### src/rtl/blockram_reader_if.sv
// Request/response handshake bundle between a read requester and blockram_reader.
interface blockram_reader_if;
    logic        req_valid;
    logic        req_ready;
    logic [18:0] req_addr;
    logic        resp_valid;
    logic        resp_ready;
    logic [31:0] resp_data;
    logic        resp_last;
    logic        resp_hole;

    modport master (
        output req_valid, req_addr, resp_ready,
        input  req_ready, resp_valid, resp_data, resp_last, resp_hole
    );

    modport slave (
        input  req_valid, req_addr, resp_ready,
        output req_ready, resp_valid, resp_data, resp_last, resp_hole
    );
endinterface

### src/rtl/blockram_reader.sv
// Single-outstanding block RAM read engine with fixed read latency and unmapped-hole tagging.
// Optional BLOCKRAM_READER_BURST_EN: 4-beat critical-word-first wrapping bursts.
module blockram_reader #(
    parameter int READ_LAT  = 1,
    parameter int BURST_LEN = 4
) (
    input  logic               clk,
    input  logic               rst_n,
    blockram_reader_if.slave   bus,
    output logic [16:0]        mem_addr,
    input  logic [31:0]        mem_data
);

    if (READ_LAT < 1 || READ_LAT > 3 || BURST_LEN != 4) begin : g_param_check
        $error("blockram_reader: unsupported READ_LAT or BURST_LEN");
    end

    localparam logic [1:0] IDLE  = 2'd0;
    localparam logic [1:0] ISSUE = 2'd1;
    localparam logic [1:0] WAIT  = 2'd2;
    localparam logic [1:0] RESP  = 2'd3;

    localparam logic [1:0] LAT_LOAD = 2'(READ_LAT - 1);

    logic [1:0]  state;
    logic [1:0]  lat_cnt;
    logic        out_valid;
    logic [31:0] out_data;
    logic        out_last;
    logic        out_hole;

`ifdef BLOCKRAM_READER_BURST_EN
    localparam logic [1:0] LAST_BEAT = 2'(BURST_LEN - 1);
    logic [1:0] beat;
`endif

    // Byte-lane bits of the request address carry no meaning for word reads.
    logic unused_addr_bits;
    assign unused_addr_bits = ^bus.req_addr[1:0];

    // Upper half of the map, blocks 0x3..0x8, is not backed by RAM.
    function automatic logic is_hole(input logic [16:0] word);
        return word[16] && (word[15:12] >= 4'h3) && (word[15:12] <= 4'h8);
    endfunction

    assign bus.req_ready  = (state == IDLE) && rst_n;
    assign bus.resp_valid = out_valid;
    assign bus.resp_data  = out_data;
    assign bus.resp_last  = out_last;
    assign bus.resp_hole  = out_hole;

    always_ff @(posedge clk or negedge rst_n) begin
        if (!rst_n) begin
            state     <= IDLE;
            lat_cnt   <= 2'd0;
            mem_addr  <= 17'd0;
            out_valid <= 1'b0;
            out_data  <= 32'd0;
            out_last  <= 1'b0;
            out_hole  <= 1'b0;
`ifdef BLOCKRAM_READER_BURST_EN
            beat      <= 2'd0;
`endif
        end else begin
            case (state)
                IDLE: begin
                    if (bus.req_valid) begin
                        mem_addr <= bus.req_addr[18:2];
                        state    <= ISSUE;
`ifdef BLOCKRAM_READER_BURST_EN
                        beat     <= 2'd0;
`endif
                    end
                end
                ISSUE: begin
                    lat_cnt <= LAT_LOAD;
                    state   <= WAIT;
                end
                WAIT: begin
                    if (lat_cnt == 2'd0) begin
                        // mem_addr has been stable since ISSUE, so mem_data belongs to this beat.
                        out_valid <= 1'b1;
                        out_data  <= mem_data;
                        out_hole  <= is_hole(mem_addr);
`ifdef BLOCKRAM_READER_BURST_EN
                        out_last  <= (beat == LAST_BEAT);
`else
                        out_last  <= 1'b1;
`endif
                        state     <= RESP;
                    end else begin
                        lat_cnt <= lat_cnt - 2'd1;
                    end
                end
                RESP: begin
                    if (bus.resp_ready) begin
                        out_valid <= 1'b0;
`ifdef BLOCKRAM_READER_BURST_EN
                        if (out_last) begin
                            state <= IDLE;
                        end else begin
                            // Wrap inside the 4-word block; upper address bits stay put.
                            mem_addr[1:0] <= mem_addr[1:0] + 2'd1;
                            beat          <= beat + 2'd1;
                            state         <= ISSUE;
                        end
`else
                        state <= IDLE;
`endif
                    end
                end
                default: state <= IDLE;
            endcase
        end
    end

endmodule

### src/flat_wrapper.sv
// flat-port wrapper written by rule: the top's interface ports become plain ports
module blockram_reader_flat 
#(
    parameter int READ_LAT  = 1,
    parameter int BURST_LEN = 4
)
  (clk, rst_n, mem_addr, mem_data, bus_req_valid, bus_req_addr, bus_resp_ready, bus_req_ready, bus_resp_valid, bus_resp_data, bus_resp_last, bus_resp_hole);
  blockram_reader_if bus_i ();
  input  logic clk;
  input  logic rst_n;
  output logic [16:0] mem_addr;
  input  logic [31:0] mem_data;
  input wire logic [$bits(bus_i.req_valid)-1:0] bus_req_valid;
  input wire logic [$bits(bus_i.req_addr)-1:0] bus_req_addr;
  input wire logic [$bits(bus_i.resp_ready)-1:0] bus_resp_ready;
  output wire logic [$bits(bus_i.req_ready)-1:0] bus_req_ready;
  output wire logic [$bits(bus_i.resp_valid)-1:0] bus_resp_valid;
  output wire logic [$bits(bus_i.resp_data)-1:0] bus_resp_data;
  output wire logic [$bits(bus_i.resp_last)-1:0] bus_resp_last;
  output wire logic [$bits(bus_i.resp_hole)-1:0] bus_resp_hole;
  assign bus_i.req_valid = bus_req_valid;
  assign bus_i.req_addr = bus_req_addr;
  assign bus_i.resp_ready = bus_resp_ready;
  assign bus_req_ready = bus_i.req_ready;
  assign bus_resp_valid = bus_i.resp_valid;
  assign bus_resp_data = bus_i.resp_data;
  assign bus_resp_last = bus_i.resp_last;
  assign bus_resp_hole = bus_i.resp_hole;
  blockram_reader #(.READ_LAT(READ_LAT), .BURST_LEN(BURST_LEN)) u_core (.clk(clk), .rst_n(rst_n), .bus(bus_i), .mem_addr(mem_addr), .mem_data(mem_data));
endmodule
### config.mk
export PLATFORM = sky130hd
export DESIGN_NAME = blockram_reader_flat
export DESIGN_NICKNAME = d
export VERILOG_FILES = /design/src/rtl/blockram_reader_if.sv /design/src/rtl/blockram_reader.sv /design/src/flat_wrapper.sv
export SDC_FILE = /design/constraint.sdc
export NUM_CORES = 1
export LEC_CHECK = 0
export ABC_AREA = 1
export CAP_MARGIN = 10
export CORE_UTILIZATION = 44
export DETAILED_ROUTE_END_ITERATION = 8
export GPL_ROUTABILITY_DRIVEN = 0
export GPL_TIMING_DRIVEN = 0
export PLACE_DENSITY = 0.84
export SYNTH_ARGS = -nofsm -noshare
export SYNTH_HDL_FRONTEND = slang
export SYNTH_SLANG_ARGS = --single-unit
### constraint.sdc
create_clock -name clk -period 3 [get_ports clk]
set_clock_uncertainty 0.1 [all_clocks]
set_input_delay 0.45 -clock clk [delete_from_list [all_inputs] [get_ports clk]]
set_output_delay 0.45 -clock clk [all_outputs]
set_load 0.01 [all_outputs]
==> results.yml <==
die:
  rows: 26
  die_height_um: 75.3
  pin_count: 108
  die_x_um: 75.3
  start_util: 0.460
  die_area_um2: 5670
  core_area_um2: 5140
pwr:
  power_w: 0.00354
  peakVddDrop_uv: 499
  pwr_density_cell_nw_per_um2: 985
  power_leakage_nw: 1.81
timing:
  setup_viol: 0
  relSlewSlack: 0.597
  period_share: 0.882
  hold_viol_final: 0
  fmax_ghz: 0.378
  slew_viol_final: 0
  tightest_slew_ns: 0.604
  rsz0062_at_grt: "false"
  min_period_ns: 2.65
setup_path:
  crit_path_cell_trace: "inv_1, ha_1, buf_2, buf_2, nand2_1, inv_1, clkdlybuf4s50_1"
  crit_slowest_cell: "clkdlybuf4s50_1"
  cp-end-kind: "output pin"
  start_kind: "flip-flop"
  crit_arrival_ns: 2.10
  critPathMaxStageDelay_ns: 0.52
  path_max_fanout: 10
  cp_data_required_time_ns: 2.45
  worstSetupPathType: "flip-flop to output pin"
global_route:
  grt_remaining_overflow: 0
  grt_pass1_vias: 1850
  grt_pass1_wl_mm: 8.08
  grt_max_degree: 32
  antenna_found_initial: 0
  grt.total_usage: 0.190
logic_synthesis:
  syn_area_um2: 2360
  avgSynthCellArea_um2: 8.85
  yosysWarnings: 0
  syn_inst: 267
  yosysSeqAreaShare: 0.593
  ys_seq_elements: 56
  synth.distinct_cells: 17
  syn-num-nets: 328
clock_tree:
  clk_latency_ns: 0.30
  hold_buffers: 0
  cts.htree.levels: 2
  numClockSinks: 56
  cts_made_buffers: 5
  cts.path.max_buffers: 2
  post_cts.repair.setup_buffers: 0
  cts_resized: 0
  clk_pin_slew_ns: 0.09
  cts_tree: "done"
  ctsRootBufferMaster: "clkbuf_8"
final_layout:
  fill_cells: 412
  diodes: 0
  syn_to_final_growth_pct: 52.2
  finish.utilization: 0.700
  layout-drive-gt1-share: 0.0921
  final_cell_mix: "139 x nand2_1, 103 x clkdlybuf4s50_1, 56 x dfrtp_1"
  layout_commonest_cell: "nand2_1"
  final_nets: 440
run_status:
  status: "finished clean"
placed_design:
  io_buffer_count: 104
  hpwl_mm: 4.05
route:
  finalWirelength_mm: 5.36
  wl_per_cell_um: 11.9
  final_antenna_net_count: 0
  drt_iter0_markers: 37
  routed-via-count: 2050
  drt_pass1_iterations: 4
  vias_per_cell: 4.56
  drc: 0
min_path:
  min_path_type: "primary input to async pin"
job:
  cap_violations: 0
## kinds of logic (layout without fill, tap and decap cells)
logic type	after synthesis	count (layout)	share of synthesized area
compound gates	5	5	0.0106
fa+ha+maj	6	6	0.0318
flops	56	56	0.593
simple gates	178	178	0.312
buf+inv	22	135	0.0524
## routing by layer
layer	global-route usage	share of wire
met5	0	0
met4	0.0412	0.0043
met3	0.0723	0.083
met2	0.336	0.49
met1	0.221	0.42
## sequential cells by signal, summed over array words and instances, names as in the netlist
signal and count:
u_core.bus.resp_data 32, u_core.mem_addr 17, u_core.lat_cnt 2, u_core.state 2, u_core.bus.resp_hole 1, u_core.bus.resp_last 1
u_core.bus.resp_valid 1
## final cells by class
| class | count | area, um^2 | area share |
|---|---|---|---|
| plain buffers | 11 | 80.1 | 0.0223 |
| clock buffers | 8 | 90.1 | 0.0251 |
| inverters | 11 | 43.8 | 0.0122 |
| multi-input cells | 189 | 837 | 0.233 |
| flip-flops and latches | 56 | 1400 | 0.390 |
| well taps | 70 | 87.6 | 0.0244 |
| repair buffers | 105 | 1060 | 0.294 |
## synthesized netlist by cell type
library cell	instances	area share
or2_0	1	0.0026
o21ai_0	3	0.0064
nand2_2	11	0.029
inv_1	10	0.016
inv_4	1	0.0026
buf_2	7	0.015
dfrtp_1	56	0.59
nand3_1	19	0.040
a21oi_1	2	0.0042
buf_6	2	0.0095
ha_1	6	0.032
buf_8	1	0.0064
or2_2	3	0.0079
buf_4	1	0.0032
nor2_1	4	0.0064
nand2_1	139	0.22
nand2_4	1	0.0048
## worst max-delay path, delay by kind of cell, from the launching register on
kind | cells | cell delay [ns]
flip-flops | 1 | 0.43
AND/OR/NAND/NOR | 1 | 0.08
adder cells (fa/ha/maj) | 1 | 0.15
buffers and inverters | 5 | 1.13
## power breakdown
group | switching [W] | internal (W) | leakage, nW
clock network | 0.000225 | 0.000189 | 0.0455
logic | 0.000873 | 0.000946 | 1.07
registers | 0.000203 | 0.00111 | 0.690
## stage by stage
stage / instances / cell area [um^2] / TNS, ns / hold WS (ns) / setup slack (ns)
finish: 450 / 3600 / 0 / 0.0473 / 0.354
global route: 450 / 3600 / 0 / 0.0884 / 0.209
CTS: 450 / 3600 / 0 / 0.0632 / 0.351
detailed placement: 442 / 3510 / 0 / 0.357 / 0.521
global placement: 441 / 3490 / -22.43 / 0.352 / -1.11
floorplan: 267 / 2360 / 0 / 0.0544 / 1.33
## path summary, 6_finish.rpt
path / startpoint / endpoint / slack (ns) / depth (start not counted)
setup / recovery: u_core.state[0]$_DFFE_PN0P_ / bus_req_ready / 0.35 / 7
min in group clk: bus_req_valid / u_core.mem_addr[1]$_DFFE_PN0P_ / 0.36 / 3
hold reg to reg: u_core.bus.resp_last$_DFFE_PN0P_ / u_core.bus.resp_last$_DFFE_PN0P_ / 0.38 / 1
setup reg to reg: u_core.state[0]$_DFFE_PN0P_ / u_core.mem_addr[9]$_DFFE_PN0P_ / 1.42 / 7
max in group asynchronous: rst_n / u_core.bus.resp_data[22]$_DFFE_PN0P_ / 2.18 / 2
hold / removal: rst_n / u_core.bus.resp_data[13]$_DFFE_PN0P_ / 0.05 / 1
Power figures use the tool's default switching activity.
